<file path="src/rtl/pacman_motion.sv">
// Pac-Man motion: button latch, frame-tick step divider and wall-query handshake.
// Optional PACMAN_TUNNEL_WRAP_EN wraps horizontal moves across the x bounds.
module pacman_motion #(
  parameter logic [9:0] START_X         = 10'd305,
  parameter logic [9:0] START_Y         = 10'd225,
  parameter logic [9:0] STEP            = 10'd1,
  parameter logic [3:0] FRAMES_PER_STEP = 4'd1,
  parameter logic [9:0] X_MIN           = 10'd144,
  parameter logic [9:0] X_MAX           = 10'd753,
  parameter logic [9:0] Y_MIN           = 10'd35,
  parameter logic [9:0] Y_MAX           = 10'd484
) (
  input  logic       clk,
  input  logic       rst,
  input  logic       frame_tick,
  input  logic       btn_right,
  input  logic       btn_left,
  input  logic       btn_up,
  input  logic       btn_down,
  output logic       wall_req,
  output logic [9:0] wall_qx,
  output logic [9:0] wall_qy,
  input  logic       wall_ack,
  input  logic       wall_blocked,
  output logic [9:0] pm_xpos,
  output logic [9:0] pm_ypos,
  output logic [3:0] pm_direction,
  output logic       moving
);

  localparam logic [1:0] IDLE     = 2'd0;
  localparam logic [1:0] TRY_WANT = 2'd1;
  localparam logic [1:0] TRY_CUR  = 2'd2;

  logic [1:0] state;
  logic [3:0] want_dir;
  logic [3:0] try_dir;
  logic [3:0] div;
  logic       step_due;
  logic       oob_pend;

  logic [3:0]  btns;
  logic        tick_hit;
  logic        resolve;
  logic        blk;
  logic [20:0] cw;
  logic [20:0] cc;

  // Returns {blocked_by_bounds, cand_x, cand_y}; 11-bit math exposes wrap.
  function automatic logic [20:0] cand_of(
    input logic [9:0] x,
    input logic [9:0] y,
    input logic [3:0] d
  );
    logic [10:0] cx;
    logic [10:0] cy;
    logic [9:0]  nx;
    logic        lo;
    logic        hi;
    logic        vbad;
    logic        bad;
    cx = {1'b0, x};
    cy = {1'b0, y};
    unique case (1'b1)
      d[0]:    cx = {1'b0, x} + {1'b0, STEP};
      d[1]:    cx = {1'b0, x} - {1'b0, STEP};
      d[2]:    cy = {1'b0, y} - {1'b0, STEP};
      d[3]:    cy = {1'b0, y} + {1'b0, STEP};
      default: ;
    endcase
    lo   = cx[10] ? d[1] : (cx[9:0] < X_MIN);
    hi   = cx[10] ? !d[1] : (cx[9:0] > X_MAX);
    vbad = cy[10] || (cy[9:0] < Y_MIN) ||
           (cy[9:0] > Y_MAX);
`ifdef PACMAN_TUNNEL_WRAP_EN
    if (hi)
      nx = X_MIN;
    else if (lo)
      nx = X_MAX;
    else
      nx = cx[9:0];
    bad = vbad;
`else
    nx  = cx[9:0];
    bad = hi || lo || vbad;
`endif
    return {bad, nx, cy[9:0]};
  endfunction

  assign btns     = {btn_down, btn_up, btn_left, btn_right};
  assign tick_hit = frame_tick &&
                    (div == FRAMES_PER_STEP - 4'd1);
  assign cw       = cand_of(pm_xpos, pm_ypos, want_dir);
  assign cc       = cand_of(pm_xpos, pm_ypos, pm_direction);
  assign resolve  = oob_pend || (wall_req && wall_ack);
  assign blk      = oob_pend || wall_blocked;

  always_ff @(posedge clk) begin
    if (rst) begin
      state        <= IDLE;
      want_dir     <= 4'd0;
      try_dir      <= 4'd0;
      div          <= 4'd0;
      step_due     <= 1'b0;
      oob_pend     <= 1'b0;
      wall_req     <= 1'b0;
      wall_qx      <= 10'd0;
      wall_qy      <= 10'd0;
      pm_xpos      <= START_X;
      pm_ypos      <= START_Y;
      pm_direction <= 4'b0001;
      moving       <= 1'b0;
    end else begin
      if (frame_tick)
        div <= tick_hit ? 4'd0 : div + 4'd1;
      step_due <= (step_due && state != IDLE) || tick_hit;
      if ($onehot(btns))
        want_dir <= btns;

      unique case (state)
        IDLE: begin
          if (step_due) begin
            if (want_dir != 4'd0 &&
                want_dir != pm_direction) begin
              state    <= TRY_WANT;
              try_dir  <= want_dir;
              wall_req <= !cw[20];
              oob_pend <= cw[20];
              if (!cw[20]) begin
                wall_qx <= cw[19:10];
                wall_qy <= cw[9:0];
              end
            end else begin
              state    <= TRY_CUR;
              wall_req <= !cc[20];
              oob_pend <= cc[20];
              if (!cc[20]) begin
                wall_qx <= cc[19:10];
                wall_qy <= cc[9:0];
              end
            end
          end
        end
        TRY_WANT: begin
          if (resolve) begin
            wall_req <= 1'b0;
            oob_pend <= 1'b0;
            if (!blk) begin
              pm_xpos      <= wall_qx;
              pm_ypos      <= wall_qy;
              pm_direction <= try_dir;
              want_dir     <= 4'd0;
              moving       <= 1'b1;
              state        <= IDLE;
            end else begin
              // Turn refused: retry straight ahead with a fresh query.
              state    <= TRY_CUR;
              wall_req <= !cc[20];
              oob_pend <= cc[20];
              if (!cc[20]) begin
                wall_qx <= cc[19:10];
                wall_qy <= cc[9:0];
              end
            end
          end
        end
        TRY_CUR: begin
          if (resolve) begin
            wall_req <= 1'b0;
            oob_pend <= 1'b0;
            moving   <= !blk;
            state    <= IDLE;
            if (!blk) begin
              pm_xpos <= wall_qx;
              pm_ypos <= wall_qy;
            end
          end
        end
        default: state <= IDLE;
      endcase
    end
  end

endmodule
</file>
<file path="config.mk">
export PLATFORM = sky130hd
export DESIGN_NAME = pacman_motion
export DESIGN_NICKNAME = d
export VERILOG_FILES = /design/src/rtl/pacman_motion.sv
export SDC_FILE = /design/constraint.sdc
export NUM_CORES = 1
export LEC_CHECK = 0
export CAP_MARGIN = 5
export CELL_PAD_IN_SITES_DETAIL_PLACEMENT = 0
export CELL_PAD_IN_SITES_GLOBAL_PLACEMENT = 1
export CORE_MARGIN = 5
export CORE_UTILIZATION = 47
export CTS_BUF_LIST = sky130_fd_sc_hd__clkbuf_8
export CTS_CLUSTER_DIAMETER = 100
export DETAILED_ROUTE_END_ITERATION = 10
export GPL_TIMING_DRIVEN = 0
export HOLD_SLACK_MARGIN = 0.1
export PLACE_DENSITY_LB_ADDON = 0.1
export SYNTH_ARGS = -nofsm -noshare
export SYNTH_HDL_FRONTEND = slang
export SYNTH_SLANG_ARGS = --single-unit
</file>
<file path="constraint.sdc">
create_clock -name clk -period 6.9 [get_ports clk]
set_clock_uncertainty 0.05 [all_clocks]
set_input_delay 2.07 -clock clk [delete_from_list [all_inputs] [get_ports clk]]
set_output_delay 2.07 -clock clk [all_outputs]
set_load 0.05 [all_outputs]
</file>
==> flow_metrics.env <==
export IMPL_power_switching_mw=0.6694
export IMPL_syn2layout_area_growth_pct=18.36
export IMPL_cts_tree="built"
export IMPL_synth_seq_cells=62
export IMPL_required_ps=7060
export IMPL_outcome="complete, no violations"
export IMPL_drive_above_1_share_pct=9.557
export IMPL_cts_resized=0
export IMPL_grt_setup_unrepaired="false"
export IMPL_critPathSlowestCell="nor3b_1"
export IMPL_grt_antenna_before_repair=0
export IMPL_netlist_instances=652
export IMPL_fin_tns_setup_ps=0
export IMPL_seq_area_frac_synth_pct=25.06
export IMPL_seqPwrFrac_pct=31.0
export IMPL_worstSetupEndpointType="flip-flop"
export IMPL_dpl_hpwl_mm=13.00
export IMPL_cts_made_buffers=9
export IMPL_pwr_share_comb_pct=47.9
export IMPL_routed_wl_mm=17.26
export IMPL_drcViolationCount=0
export IMPL_antenna_left=0
export IMPL_post_synth_cell_area_avg_um2=7.597
export IMPL_cap_violations=0
export IMPL_ir_drop_mv=0.1972
export IMPL_slew_headroom_pct=44.21
export IMPL_drv_slew=0
export IMPL_synth_edff_count=0
export IMPL_start_util_pct=47.98
export IMPL_clkTransAtPathRegs_ps=70
export IMPL_worstPathArrival_ps=4680
export IMPL_power_density_nw_per_um2=253.7
export IMPL_swShare_pct=45.01
export IMPL_path_max_fanout=5
export IMPL_finalSetupViolCount=0
export IMPL_layout_nets=740
export IMPL_fin_crit_ps=4522
export IMPL_grt_ovfl_total=0
export IMPL_synth_warnings=0
export IMPL_dieHeight_um=112.7
export IMPL_io_buffers=53
export IMPL_tightest_slew_ps=835.0
export IMPL_vias=5396
export IMPL_rows=37
export IMPL_synthArstFlopShare_pct=0
export IMPL_core_um2=10320
export IMPL_grt_max_degree=12
export IMPL_holdBufCountCts=0
export IMPL_io_pins=55
export IMPL_grt_pass1_wl_mm=27.53
export IMPL_path_cells="clkdlybuf4s50_1 > inv_1 > fa_1 > inv_1 > ha_1 > ha_1 > nor3b_1 > mux2i_1 > nor3_1"
export IMPL_critical_path_class="in -> reg"
export IMPL_fin_crit_sh_pct=65.54
export IMPL_num_fill_cells=964
export IMPL_setup_ws_ps=2378
export IMPL_critPathMaxStageDelay_ps=700
export IMPL_dr_pass1_iters=5
export IMPL_clk_path_buf_depth=2
export IMPL_final_common_cell="nand2_1"
export IMPL_gp_congestion=0.9126
export IMPL_via_per_inst=6.289
export IMPL_grt_pass1_vias=5053
export IMPL_worstSetupStartpointType="input port"
export IMPL_syn_cell_area_um2=4954
export IMPL_mostFrequentLayoutCells="nand2_1, dfxtp_1, clkdlybuf4s50_1"
export IMPL_finalNonFillerCells=858
export IMPL_dp_cells=842
export IMPL_internal_power_mw=0.8178
export IMPL_numClockSinks=62
export IMPL_wl_per_cell_um=20.12
export IMPL_ctsHtreeMaxLevel=3
export IMPL_die_area_um2=12690
export IMPL_diodes=0
export IMPL_place_ws_ps=1937
export IMPL_synth_ff_type="dfxtp_1"
export IMPL_power_leakage_nw=2.191
export IMPL_track_usage_pct=27.00
export IMPL_postCtsSetupBuffers=0
export IMPL_drt_iter0_markers=612
export IMPL_synthDistinctLibCells=82
export IMPL_cp_top_family="adder cells"
export IMPL_p_clk_share_pct=21.0
export IMPL_hold_violations=0
export IMPL_ctsRootBufferMaster="clkbuf_8"
export IMPL_fp_dieW_um=112.7
export IMPL_clk_latency_ps=350
export IMPL_max_freq_mhz=221.1
export IMPL_power_total_mw=1.487
export IMPL_synth_nets=674
export IMPL_cp_num_buf_inv=3
export IMPL_min_path_type="reg -> reg"
==> power groups by stage <==
stage               registers (mW)  clock network [mW]  logic, mW
finish                       0.462               0.313      0.713
global route                 0.468               0.335      0.758
CTS                          0.461               0.318      0.705
detailed placement           0.469                   0      0.699
global placement             0.468                   0      0.687
floorplan                    0.610                   0      0.345
==> flip-flops by register name, summed over array words and instances, names as in the netlist, 2 cells and up <==
register,count
div,4
pm_direction,4
pm_xpos,10
pm_ypos,10
state,2
try_dir,4
wall_qx,10
wall_qy,10
want_dir,4
==> synth_stat cells, types with 6 or more instances <==
cell type	instances	share of area [%]
o221a_2	6	1.4
a21oi_1	37	3.7
clkbuf_1	40	3.0
nor2_1	43	3.3
a221oi_1	14	2.5
nand4_1	12	1.5
o221ai_1	6	1.1
ha_1	12	3.0
xor2_1	9	1.6
buf_2	13	1.3
o22ai_1	7	0.88
nor2b_1	10	1.3
mux2i_1	19	3.8
nor3_1	23	2.3
nand3_1	30	3.0
inv_1	33	2.5
o211ai_1	13	2.0
and3_1	11	1.4
o21ai_0	16	1.6
and2_1	10	1.3
a221oi_2	6	1.8
dfxtp_1	62	25
nand2b_1	11	1.4
nand2_1	72	5.5
a31oi_1	16	2.0
==> worst paths after layout <==
path,start,to,slack (ps),depth (start not counted)
max,btn_right,want_dir[3],2380,9
min,wall_qy[9],pm_ypos[9],420,2
max reg2reg,pm_ypos[0],wall_qx[0],2680,14
min reg2reg,wall_qy[9],pm_ypos[9],420,2
==> worst min-delay path, cell delays in order, from the launching register on <==
cell	delay, ps
dfxtp_1	320
nand2_1	50
a21oi_1	50
==> cell type report <==
cell class	instances	area [um^2]	share of cell area [%]
buffer	61	267.8	4.567
clock buffer	9	123.9	2.113
clock inverter	6	63.81	1.088
inverter	34	127.6	2.177
multi-input combinational	495	3323	56.68
sequential	62	1241	21.17
tap	136	170.2	2.902
timing repair buffer	55	545.5	9.304
==> routing by layer <==
metal / global-route usage, % / up-vias / wire [um]
met4: 6.571 / 0 / 285
li1: - / 2569 / -
met1: 39.34 / 2590 / 8009
met3: 5.822 / 25 / 1429
met2: 40.44 / 212 / 7537
met5: 0 / - / 0
==> cells by family after synthesis <==
| family | count (synthesis) | share of synthesized area [%] |
|---|---|---|
| AND/OR/NAND/NOR | 261 | 27.76 |
| AO/OA/AOI/OAI | 187 | 29.17 |
| buffers and inverters | 95 | 7.982 |
| flip-flops | 62 | 25.06 |
| multiplexers | 21 | 4.294 |
| XOR/XNOR | 13 | 2.299 |
| adder cells (fa/ha/maj) | 13 | 3.435 |
==> per-stage QoR <==
stage          cell area (um^2)  utilization, %  hold WS [ps]
2_1_floorplan              4954               -         404.4
6_report                   5863           56.79         424.2
3_5_place_dp               5668           54.90         418.3
4_1_cts                    5856           56.72         427.3
5_1_grt                    5863           56.79         447.5
3_3_place_gp               5654           54.77         407.6
(Power assumes the default switching activity.)
==> RTL change 1, RTL diff (same flow settings) <==
Register the inputs `btn_right`, `btn_left`, `btn_up` and `btn_down` before use, cleared by the reset. The logic sees them one clock later. The other inputs are not delayed to match.
--- a/src/rtl/pacman_motion.sv
+++ b/src/rtl/pacman_motion.sv
@@ -31,6 +31,25 @@
   localparam logic [1:0] IDLE     = 2'd0;
   localparam logic [1:0] TRY_WANT = 2'd1;
   localparam logic [1:0] TRY_CUR  = 2'd2;
+
+  logic btn_right_q;
+  logic btn_left_q;
+  logic btn_up_q;
+  logic btn_down_q;
+
+  always_ff @(posedge clk) begin
+    if (rst) begin
+      btn_right_q <= '0;
+      btn_left_q  <= '0;
+      btn_up_q    <= '0;
+      btn_down_q  <= '0;
+    end else begin
+      btn_right_q <= btn_right;
+      btn_left_q  <= btn_left;
+      btn_up_q    <= btn_up;
+      btn_down_q  <= btn_down;
+    end
+  end
 
   logic [1:0] state;
   logic [3:0] want_dir;
@@ -87,7 +106,7 @@
     return {bad, nx, cy[9:0]};
   endfunction
 
-  assign btns     = {btn_down, btn_up, btn_left, btn_right};
+  assign btns     = {btn_down_q, btn_up_q, btn_left_q, btn_right_q};
   assign tick_hit = frame_tick &&
                     (div == FRAMES_PER_STEP - 4'd1);
   assign cw       = cand_of(pm_xpos, pm_ypos, want_dir);
Formal check against the unedited RTL: not equivalent (a bounded check fails within 4 cycles, from zero or initial values and one cycle with rst high).
==> RTL change 1 against the unedited design <==
- worst setup slack better by 0.11 ns
- largest power group unchanged
- first-iteration DRC count is 13% lower
- total power is 11% lower
- wire length is 4.1% higher
- die area is 1.9% higher
- critical path type is now reg -> reg
- via count is 2.1% higher
- area after synthesis is 2.1% higher
- sequential cell count is 4 higher
- final area is 2.3% higher
- maximum frequency is 2.5% higher
==> RTL change 1: results (changes against the unedited design) <==
\begin{tabular}{lr}
\hline
Metric & Value \\
\hline
\multicolumn{2}{l}{\textbf{Run status}} \\
\quad Run status & finished clean (unchanged) \\
\multicolumn{2}{l}{\textbf{Worst hold path}} \\
\quad Beginning of the worst hold path & wall\_qy[2] (was wall\_qy[9]) \\
\multicolumn{2}{l}{\textbf{Drt}} \\
\quad Average wire per cell in the routed design & 20.7 µm (was 20.1 µm) \\
\quad Initial drt markers & 530 (was 612) \\
\quad Detailed-route via count & 5,512 (was 5,396) \\
\multicolumn{2}{l}{\textbf{Yosys}} \\
\quad Parity-gate share of the synthesized area counting xor and xnor cells & 3.26\% (was 2.30\%) \\
\quad Fraction of synthesized area in multiplexers & 2.60\% (was 4.29\%) \\
\quad Top cells by count, synth & nand2\_1 (73), dfxtp\_1 (66), nor2\_1 (46) (was nand2\_1 (72), dfxtp\_1 (62), nor2\_1 (43)) \\
\quad Top cells by area in the synthesized netlist & dfxtp\_1 (26\%), nand2\_1 (5.4\%), a221oi\_2 (3.6\%) (was dfxtp\_1 (25\%), nand2\_1 (5.5\%), mux2i\_1 (3.8\%)) \\
\quad Area share of fa/ha/maj cells after synthesis & 3.36\% (was 3.44\%) \\
\quad Complex-gate fraction of the synthesized area & 29.5\% (was 29.2\%) \\
\quad Synthesized net count & 684 (was 674) \\
\quad Count of cell types in the netlist & 77 (was 82) \\
\multicolumn{2}{l}{\textbf{Timing}} \\
\quad Final WS setup & 2.49 ns (was 2.38 ns) \\
\quad Least-Margin Pin Slew & 0.965 ns (was 0.835 ns) \\
\multicolumn{2}{l}{\textbf{Global route}} \\
\quad Number of global-route vias before repair & 5,091 (was 5,053) \\
\quad Met2 routing resource usage after global routing & 41.5\% (was 40.4\%) \\
\quad Wire length of the first global-routing pass & 28,000 µm (was 27,500 µm) \\
\multicolumn{2}{l}{\textbf{Place}} \\
\quad Count of buffers inserted at the top-level ports & 54 (was 53) \\
\quad Worst setup timing slack at the placement stage & 2.14 ns (was 1.94 ns) \\
\multicolumn{2}{l}{\textbf{Final layout}} \\
\quad Share of layout cells above drive strength 1 & 7.92\% (was 9.56\%) \\
\multicolumn{2}{l}{\textbf{Setup path}} \\
\quad Largest fanout on the critical path & 10 (was 5) \\
\quad Slack of the worst reg-to-reg path & 2.49 ns (was 2.68 ns) \\
\quad Category of the critical setup timing path & reg -> reg (was in -> reg) \\
\multicolumn{2}{l}{\textbf{Power and ir drop}} \\
\quad Worst-case vdd ir drop & 0.185 mV (was 0.197 mV) \\
\hline
\end{tabular}
## RTL change 1: cell types whose count changed after synthesis, sizes merged, moves of 5 or more
cell    delta
a211o      +6
a21oi      -6
a221oi     +7
and3       -5
inv       +11
mux2i      -7
nand2b     +5
nand3     -13
nor2b      +5
o211ai     -7
o221a      -6
o31ai      +9
or2        -5
## RTL change 1: worst min-delay path by stage
| stage | cells past startpoint | endpoint | slack [ns] |
|---|---|---|---|
| final | 2 | pm_ypos[2] | 0.43 |
| after global placement | 2 | pm_ypos[9] | 0.40 |
| after detailed placement | 2 | pm_ypos[8] | 0.42 |
| after floorplan | 1 | pm_direction[0] | 0.39 |
| after global routing | 2 | pm_ypos[2] | 0.45 |
| after CTS | 2 | pm_ypos[3] | 0.43 |
## RTL change 1: layer usage
layer  up-vias  share of wire (%)
met3        33                9.6
met4         0                2.7
met5         -                  0
li1       2568                  -
met2       273                 44
met1      2638                 44
## RTL change 1: cells by family after synthesis
family,count (synthesis)
AO/OA/AOI/OAI,192
XOR/XNOR,18
adder cells (fa/ha/maj),13
buffers and inverters,104
flip-flops,66
multiplexers,13
AND/OR/NAND/NOR,256
## RTL change 1: area by class of cell
class | instances | area, µm²
fill | 1003 | 4420
multi-input combinational | 492 | 3320
sequential | 66 | 1320
timing repair buffer | 54 | 541
buffer | 59 | 264
tap | 136 | 170
inverter | 45 | 169
clock buffer | 9 | 124
clock inverter | 7 | 93.8
## RTL change 1: where the power goes
group	total (mW)	switching, mW	leakage [nW]	internal (mW)
Combinational	0.490	0.321	1.53	0.169
Clock	0.366	0.163	0.111	0.203
Sequential	0.462	0.0404	0.538	0.422
## RTL change 1: critical path, cell delays in order, from the launching register on
cell and delay (ns):
dfxtp_1 0.36, clkbuf_1 0.38, buf_1 0.38, inv_1 0.16
ha_1 0.27, nor3b_1 0.16, xor2_1 0.17, a222oi_1 0.55
nand4_1 0.21, a2111oi_0 0.56, nor3_2 0.14, nand2_1 0.17
buf_2 0.27, o21ai_0 0.16, o31ai_1 0.30
## RTL change 1: metrics by stage
stage / area, µm² / cells / hold slack [ns]
5_1_grt: 6000 / 868 / 0.446
6_report: 6000 / 868 / 0.430
4_1_cts: 5990 / 868 / 0.427
3_3_place_gp: 5770 / 852 / 0.403
3_5_place_dp: 5770 / 852 / 0.417
2_1_floorplan: 5060 / 662 / 0.386
==> RTL change 2, RTL diff (same settings) <==
Made on the original files. The option `PACMAN_TUNNEL_WRAP_EN` is turned on by a define.
--- a/src/rtl/pacman_motion.sv
+++ b/src/rtl/pacman_motion.sv
@@ -1,5 +1,7 @@
 // Pac-Man motion: button latch, frame-tick step divider and wall-query handshake.
 // Optional PACMAN_TUNNEL_WRAP_EN wraps horizontal moves across the x bounds.
+`define PACMAN_TUNNEL_WRAP_EN
+
 module pacman_motion #(
   parameter logic [9:0] START_X         = 10'd305,
   parameter logic [9:0] START_Y         = 10'd225,
Behaviour: no difference found for any inputs over 4 cycles, from zero or initial values and one cycle with rst high; that may be too few to reach the edited logic, so the function may still have changed.
==> RTL change 2 against the unedited design <==
- worst setup slack got worse by 0.0086 ns
- non-clock buffer count decreased by 9
- total power decreased by 9.5%
- wire length increased by 3.5%
- area after synthesis increased by 2.1%
- sequential power decreased by 2%
- count of clock-buffer cells in the layout increased by 1
- die area increased by 2.0%
- sequential cell count unchanged
- final area increased by 1.5%
- critical path type unchanged
- largest cell class unchanged
==> RTL change 2: results (changes against the unedited design) <==
\begin{tabular}{lr}
\hline
Metric & Value \\
\hline
\multicolumn{2}{l}{\textbf{Setup path}} \\
\quad Largest fanout on the critical path & 6 (was 5) \\
\quad Arrival time worst endpoint & 4.69 ns (was 4.68 ns) \\
\multicolumn{2}{l}{\textbf{Global route}} \\
\quad M1 GR Usage & 40.7\% (was 39.3\%) \\
\quad Grt met3 use & 5.09\% (was 5.82\%) \\
\quad GRT Overall Usage & 27.6\% (was 27.0\%) \\
\quad Wire length of the first global-routing pass & 28,400 µm (was 27,500 µm) \\
\quad Number of global-route vias before repair & 5,325 (was 5,053) \\
\multicolumn{2}{l}{\textbf{Clocking}} \\
\quad Worst skew pair latency & 0.37 ns (was 0.35 ns) \\
\multicolumn{2}{l}{\textbf{Drt}} \\
\quad Initial drt markers & 597 (was 612) \\
\quad Met2 Wirelength & 7690 µm (was 7540 µm) \\
\quad M1 WL & 8350 µm (was 8010 µm) \\
\quad Detailed-route via count & 5,650 (was 5,396) \\
\quad Detailed-routed wire length on met3 & 1490 µm (was 1430 µm) \\
\quad Average wire per cell in the routed design & 20.4 µm (was 20.1 µm) \\
\multicolumn{2}{l}{\textbf{Run status}} \\
\quad Run status & finished clean (unchanged) \\
\multicolumn{2}{l}{\textbf{Power and ir drop}} \\
\quad Internal Power & 745 µW (was 818 µW) \\
\quad Worst-case vdd ir drop & 0.171 mV (was 0.197 mV) \\
\multicolumn{2}{l}{\textbf{Final layout}} \\
\quad Non-clock buffers, area share & 13.3\% (was 13.9\%) \\
\quad Sequential fraction of total cell area & 20.9\% (was 21.2\%) \\
\quad Multi-input gates & 517 (was 495) \\
\quad Signal inverters & 38 (was 34) \\
\quad Util after Layout & 57.1\% (was 56.8\%) \\
\quad Diode count & 1 (was 0) \\
\quad Final-layout fill cell count & 1,008 (was 964) \\
\quad Repair and plain buffers & 107 (was 116) \\
\multicolumn{2}{l}{\textbf{Yosys}} \\
\quad Synthesized net count & 692 (was 674) \\
\quad Count of cell types in the netlist & 83 (was 82) \\
\quad Sequential fraction of the synthesis area & 24.5\% (was 25.1\%) \\
\multicolumn{2}{l}{\textbf{Place}} \\
\quad HPWL after detailed placement & 13,400 µm (was 13,000 µm) \\
\quad Count of buffers inserted at the top-level ports & 54 (was 53) \\
\quad Placer congestion estimate & 0.944 (was 0.913) \\
\multicolumn{2}{l}{\textbf{Timing}} \\
\quad Least-Margin Pin Slew & 1.20 ns (was 0.835 ns) \\
\hline
\end{tabular}
==> RTL change 2: cells by family after synthesis <==
family,synth area share [%]
AO/OA/AOI/OAI,29.2
XOR/XNOR,3.12
adder cells (fa/ha/maj),3.36
buffers and inverters,7.74
flip-flops,24.5
multiplexers,2.77
AND/OR/NAND/NOR,29.3
==> RTL change 2: metrics by stage <==
| step | hold WS, ns | std cells | setup WS (ns) |
|---|---|---|---|
| after CTS | 0.427 | 876 | 2.38 |
| after floorplan | 0.404 | 670 | 2.78 |
| after global placement | 0.404 | 860 | 2.07 |
| after detailed placement | 0.416 | 860 | 2.01 |
| final | 0.424 | 877 | 2.37 |
| after global routing | 0.442 | 876 | 2.20 |
==> RTL change 2: final timing paths <==
kind	startpoint	endpoint	slack [ns]	depth (start not counted)
min	wall_qx[6]	wall_qx[6]	0.42	2
max	btn_right	want_dir[1]	2.37	9
min reg2reg	wall_qx[6]	wall_qx[6]	0.42	2
max reg2reg	pm_ypos[0]	wall_qy[5]	2.83	15
==> RTL change 2: worst reg2reg max path, stage by stage (launching register included) <==
cell and delay, ns:
dfxtp_1 0.37, buf_6 0.15, clkbuf_1 0.41, inv_1 0.13, ha_1 0.32, nor3b_1 0.19
xor2_1 0.17, a222oi_1 0.53, nand4_1 0.20, nand2_1 0.13, a41oi_2 0.15, a31oi_4 0.37
nor2_4 0.12, a21oi_2 0.20, buf_2 0.31, a22o_1 0.20
==> RTL change 2: power groups by stage <==
stage | clock network, mW | registers [mW] | logic, mW
after floorplan | 0 | 0.576 | 0.288
after detailed placement | 0 | 0.461 | 0.581
after CTS | 0.303 | 0.453 | 0.585
after global routing | 0.320 | 0.462 | 0.633
after global placement | 0 | 0.459 | 0.573
final | 0.298 | 0.454 | 0.593
